<file path="config.mk">
export PLATFORM = sky130hd
export DESIGN_NAME = ifetch_pq
export DESIGN_NICKNAME = d
export VERILOG_FILES = /design/src/rtl/ifetch_pq_pkg.sv /design/src/rtl/ifetch_pq_fetch_fifo.sv /design/src/rtl/ifetch_pq.sv
export SDC_FILE = /design/constraint.sdc
export NUM_CORES = 1
export LEC_CHECK = 0
export CELL_PAD_IN_SITES_DETAIL_PLACEMENT = 1
export CELL_PAD_IN_SITES_GLOBAL_PLACEMENT = 2
export CORE_MARGIN = 2
export CORE_UTILIZATION = 42
export DETAILED_ROUTE_END_ITERATION = 16
export PLACE_DENSITY = 0.8
export SLEW_MARGIN = 20
export SYNTH_ARGS = -nofsm -noshare
export SYNTH_HDL_FRONTEND = slang
export SYNTH_SLANG_ARGS = --single-unit
</file>
<file path="constraint.sdc">
create_clock -name clk -period 5.3 [get_ports clk]
set_clock_uncertainty 0.2 [all_clocks]
set_input_delay 1.59 -clock clk [delete_from_list [all_inputs] [get_ports clk]]
set_output_delay 1.59 -clock clk [all_outputs]
set_load 0.03 [all_outputs]
</file>
<file path="src/rtl/ifetch_pq_pkg.sv">
// Shared constants and the queue entry layout for the prefetching fetch unit.
package ifetch_pkg;

  localparam int          XLEN_DEFAULT = 32;
  localparam int          PC_STEP      = 4;
  localparam logic [31:0] INST_NOP     = 32'h0000_0013;

  typedef struct packed {
    logic [31:0]             inst;
    logic [XLEN_DEFAULT-1:0] pc;
    logic [XLEN_DEFAULT-1:0] pc4;
  } fetch_entry_t;

endpackage

</file>
<file path="src/rtl/ifetch_pq_fetch_fifo.sv">
// Synchronous FIFO with flush; head data is read straight from storage.
module fetch_fifo #(
  parameter int DEPTH = 4,
  parameter int WIDTH = 32
) (
  input  logic                   i_clk,
  input  logic                   i_rst_n,
  input  logic                   i_flush,
  input  logic                   i_push,
  input  logic [WIDTH-1:0]       i_data,
  input  logic                   i_pop,
  output logic [WIDTH-1:0]       o_data,
  output logic [$clog2(DEPTH):0] o_count,
  output logic                   o_empty
);

  localparam int AW = $clog2(DEPTH);

  logic [WIDTH-1:0] r_mem [DEPTH];
  logic [AW-1:0]    r_wr_ptr;
  logic [AW-1:0]    r_rd_ptr;
  logic [AW:0]      r_count;

  // Pointers wrap naturally because DEPTH is a power of two.
  always_ff @(posedge i_clk or negedge i_rst_n) begin
    if (!i_rst_n) begin
      r_wr_ptr <= '0;
      r_rd_ptr <= '0;
      r_count  <= '0;
    end else if (i_flush) begin
      r_wr_ptr <= '0;
      r_rd_ptr <= '0;
      r_count  <= '0;
    end else begin
      if (i_push) r_wr_ptr <= r_wr_ptr + AW'(1);
      if (i_pop)  r_rd_ptr <= r_rd_ptr + AW'(1);
      r_count <= r_count + (AW+1)'(i_push) - (AW+1)'(i_pop);
    end
  end

  always_ff @(posedge i_clk) begin
    if (i_push && !i_flush) r_mem[r_wr_ptr] <= i_data;
  end

  assign o_data  = r_mem[r_rd_ptr];
  assign o_count = r_count;
  assign o_empty = (r_count == '0);

endmodule

</file>
<file path="src/rtl/ifetch_pq.sv">
// Prefetching instruction fetch with credit-limited requests and redirect flush.
// Define IFETCH_PQ_BYPASS_EN to forward a response straight to out_* when the queue is empty.
module ifetch_pq
  import ifetch_pkg::*;
#(
  parameter int              XLEN     = XLEN_DEFAULT,
  parameter int              DEPTH    = 4,
  parameter int              MAX_OUT  = 2,
  parameter logic [XLEN-1:0] RESET_PC = '0
) (
  input  logic            clk,
  input  logic            rst,
  input  logic            redirect_valid,
  input  logic [XLEN-1:0] redirect_pc,
  output logic            mem_req_valid,
  input  logic            mem_req_ready,
  output logic [XLEN-1:0] mem_req_addr,
  input  logic            mem_rsp_valid,
  input  logic [31:0]     mem_rsp_data,
  output logic            out_valid,
  input  logic            out_ready,
  output logic [31:0]     out_inst,
  output logic [XLEN-1:0] out_pc,
  output logic [XLEN-1:0] out_pc4
);

  localparam int              CW        = $clog2(DEPTH) + 1;
  localparam int              EW        = 32 + 2 * XLEN;
  localparam logic [XLEN-1:0] STEP      = XLEN'(PC_STEP);
  localparam logic [CW:0]     DEPTH_C   = (CW+1)'(DEPTH);
  localparam logic [CW-1:0]   MAX_OUT_C = CW'(MAX_OUT);

  logic [XLEN-1:0] r_fpc;
  logic [XLEN-1:0] r_rpc;
  logic [CW-1:0]   r_outstanding;
  logic [CW-1:0]   r_drop;

  logic [CW-1:0]   w_count;
  logic [CW-1:0]   w_out_next;
  logic [EW-1:0]   w_head;
  logic            w_empty;
  logic            w_req_fire;
  logic            w_rsp_keep;
  logic            w_byp;
  logic            w_byp_take;
  logic            w_push;
  logic            w_pop;

  // Queued plus in-flight never exceeds DEPTH, so every kept response has a slot.
  assign mem_req_valid = rst && (r_outstanding < MAX_OUT_C) &&
                         (({1'b0, w_count} + {1'b0, r_outstanding}) < DEPTH_C);
  assign mem_req_addr  = r_fpc;
  assign w_req_fire    = mem_req_valid && mem_req_ready;
  assign w_rsp_keep    = mem_rsp_valid && (r_drop == '0);
  assign w_out_next    = r_outstanding + CW'(w_req_fire) - CW'(mem_rsp_valid);

`ifdef IFETCH_PQ_BYPASS_EN
  assign w_byp = w_empty && w_rsp_keep && !redirect_valid;
`else
  assign w_byp = 1'b0;
`endif

  assign w_byp_take = w_byp && out_ready;
  assign w_push     = w_rsp_keep && !redirect_valid && !w_byp_take;
  assign w_pop      = !w_empty && out_ready && !redirect_valid;

  fetch_fifo #(
    .DEPTH (DEPTH),
    .WIDTH (EW)
  ) u_fifo (
    .i_clk   (clk),
    .i_rst_n (rst),
    .i_flush (redirect_valid),
    .i_push  (w_push),
    .i_data  ({mem_rsp_data, r_rpc, r_rpc + STEP}),
    .i_pop   (w_pop),
    .o_data  (w_head),
    .o_count (w_count),
    .o_empty (w_empty)
  );

  always_comb begin
    out_valid                   = !w_empty || w_byp;
    {out_inst, out_pc, out_pc4} = {32'h0, RESET_PC, RESET_PC + STEP};
    if (w_byp) begin
      {out_inst, out_pc, out_pc4} = {mem_rsp_data, r_rpc, r_rpc + STEP};
    end else if (!w_empty) begin
      {out_inst, out_pc, out_pc4} = w_head;
    end
  end

  always_ff @(posedge clk or negedge rst) begin
    if (!rst) begin
      r_fpc         <= RESET_PC;
      r_rpc         <= RESET_PC;
      r_outstanding <= '0;
      r_drop        <= '0;
    end else begin
      r_outstanding <= w_out_next;
      if (redirect_valid) begin
        // Everything still in flight after this edge belongs to the old path.
        r_fpc  <= redirect_pc;
        r_rpc  <= redirect_pc;
        r_drop <= w_out_next;
      end else begin
        if (w_req_fire) r_fpc <= r_fpc + STEP;
        if (w_rsp_keep) r_rpc <= r_rpc + STEP;
        else if (mem_rsp_valid) r_drop <= r_drop - CW'(1);
      end
    end
  end

endmodule
</file>
==> reports/qor.txt <==
MaxCap Viol Count -> 0
drc violations -> 0
GPL Wtd Cong -> 0.7753
core area -> 45480 um2
placed insts -> 1967
CTS tree -> yes
asr flop ratio synth -> 17.00%
RSZ-0062 raised after global routing -> false
R2R depth -> 5
startpoint types -> flip-flop
ys flop type -> edfxtp_1
FMAX -> 210.5 MHz
H-Tree Depth -> 2
first-pass GRT wire length -> 74.53 mm
die width -> 218.8 um
most common cell after layout, fill and taps aside -> edfxtp_1
postcts setup bufs -> 0
Tcrit/Tclk final -> 89.63%
most frequent cells in the layout -> edfxtp_1 (376), clkdlybuf4s50_1 (196), mux4_2 (94)
yosys warns -> 0
clk slew on worst S/H paths -> 60 ps
Cells after Synth -> 1216
Slew Viols, Final -> 0
clock root buffer -> clkbuf_16
Starting Density -> 42.62%
hold slack -> 335.6 ps
CP max FO -> 66
EDFF count, synth -> 376
Pwr Density -> 462.3 nW/um2
critical path capture point type -> output pin
latest clock arrival within the worst-skew pair -> 590 ps
met2 Usage GRT -> 33.66%
LEAKAGE -> 7.792 nW
initial antenna violation count -> 1
Hold/Removal Path Class -> flip-flop to flip-flop
post-DP HPWL -> 32.43 mm
via count -> 11.40k
syn nets -> 1303
clock buffer depth -> 3
All-Layer GR Usage -> 20.78%
setup tns final -> 0 ps
Port Buffers -> 199
layout cells sized above 1 -> 15.27%
GR Overflow Total -> 0
largest net degree at the start of global routing -> 81
# clock sinks -> 453
Max-slew headroom -> 47.02%
DR WL/cell -> 23.74 um
Routed Antenna Nets -> 0
status -> finished, final reports clean
maximum vdd drop -> 0.2858 mV
pre-CTS setup slack -> 1074 ps
busiest grt layer -> met2
First-pass DRT Iterations -> 4
Min-Delay Path Depth -> 0
DRT Wirelength -> 48.76 mm
synth unique cells -> 56
vias in the first global route -> 11.96k
Mapped Area -> 19380 um2
Period minus WS final -> 4751 ps
post_cts resized -> 0
Vias/cell -> 5.550
Slew @ Worst Pin -> 794.8 ps
GR Util met3 -> 3.714%
io pins -> 200
nets -> 1503
# diodes -> 0
area delta synth->final -> 22.59%
height of the chip -> 218.8 um
Yosys reg bits -> 453
CTS Buf Count -> 47
Cell Rows -> 78
crit path DAT -> 2960 ps
DIE AREA -> 47880 um2
met1 usage -> 29.52%
Non-Filler Instances -> 2054
Seq/Total Area, Yosys -> 68.20%
Final Setup Violations -> 0
DR iter-0 viols -> 811
CTS Hold Bufs -> 0
syn avg cell area -> 15.94 um2
count of final hold-check violations -> 0
Crit path required time -> 3510 ps
setup ws final -> 549.4 ps
CP Class -> flip-flop to output pin
==> flip-flops by register name (all words and copies together) (netlist names) <==
name,count
u_fifo.o_count,3
r_outstanding,3
r_rpc,32
r_drop,3
u_fifo.r_rd_ptr,2
u_fifo.r_wr_ptr,2
mem_req_addr,32
u_fifo.r_mem,376
==> metal layers <==
metal | part of all wire (%) | up-vias
met2 | 48 | 307
met3 | 4.6 | 53
met4 | 1.7 | 2
met5 | 0.027 | -
li1 | - | 5127
met1 | 46 | 5910
==> final timing paths <==
| kind | from | endpoint | slack (ps) |
|---|---|---|---|
| setup / recovery | u_fifo.r_rd_ptr[0]$_DFFE_PN0P_ | out_pc[17] | 550 |
| hold / removal | r_rpc[1]$_DFFE_PN0P_ | u_fifo.r_mem[0][33]$_DFFE_PP_ | 340 |
| setup reg to reg | r_rpc[2]$_DFFE_PN0N_ | u_fifo.r_mem[2][26]$_DFFE_PP_ | 2000 |
| hold reg to reg | r_rpc[1]$_DFFE_PN0P_ | u_fifo.r_mem[0][33]$_DFFE_PP_ | 340 |
| max in group asynchronous | rst | u_fifo.r_rd_ptr[0]$_DFFE_PN0P_ | 3270 |
| min in group asynchronous | rst | r_rpc[1]$_DFFE_PN0P_ | 620 |
==> where the power goes <==
part	switching, mW	internal, mW	leakage (nW)	total, mW
Clock	1.37	2.00	0.766	3.36
Combinational	1.86	1.46	2.75	3.32
Sequential	0.204	4.09	4.28	4.30
==> stage by stage <==
step | power, mW | instance area, um2 | utilization (%)
2_1_floorplan | 6.429 | 19390 | -
3_3_place_gp | 7.711 | 22180 | 48.77
3_5_place_dp | 7.765 | 22180 | 48.77
4_1_cts | 11.14 | 23760 | 52.23
5_1_grt | 11.47 | 23760 | 52.24
6_report | 10.98 | 23760 | 52.24
==> synthesized netlist by cell type, types with 10 or more instances <==
cell type / instances / share of area (%)
nor4_1: 35 / 1.1
xor2_1: 22 / 0.99
nor2_1: 59 / 1.1
xnor2_1: 26 / 1.2
inv_1: 29 / 0.56
nand2_1: 49 / 0.95
and2_1: 93 / 3.0
nand4_1: 17 / 0.55
ha_1: 15 / 0.97
and4_1: 20 / 0.90
clkbuf_1: 51 / 0.99
dfrtp_1: 77 / 9.9
o21ai_0: 12 / 0.31
a311oi_1: 12 / 0.54
a21oi_1: 14 / 0.36
or4_1: 13 / 0.50
nand3_1: 30 / 0.77
a31oi_1: 10 / 0.32
and3_1: 11 / 0.36
edfxtp_1: 376 / 58
buf_2: 16 / 0.41
a211oi_1: 22 / 0.85
nor3_1: 34 / 0.88
mux4_2: 94 / 11
==> critical path, cell delays in order, from the launching register on <==
cell and delay (ps):
dfrtp_4 460, buf_12 400, mux4_2 640, and2_1 180, clkdlybuf4s50_1 580
==> area by class of cell <==
type                    count  area (um2)
inverters                  29       108.9
clock buffers              57        1266
multi-input cells         652        5734
well taps                 600       750.7
flip-flops and latches    453       13230
repair buffers            233        2366
fillers                  4333       21720
clock inverters            30       307.8
==> cells by family (layout without fill, tap and decap cells) <==
group / count (synthesis) / in the layout / synth area share (%)
flip-flops: 453 / 453 / 68.20
XOR/XNOR: 48 / 48 / 2.169
buffers and inverters: 111 / 349 / 2.350
adder cells (fa/ha/maj): 17 / 17 / 1.175
AO/OA/AOI/OAI: 94 / 94 / 3.402
multiplexers: 100 / 100 / 11.26
AND/OR/NAND/NOR: 393 / 393 / 11.45
Power figures use the tool's default switching activity.
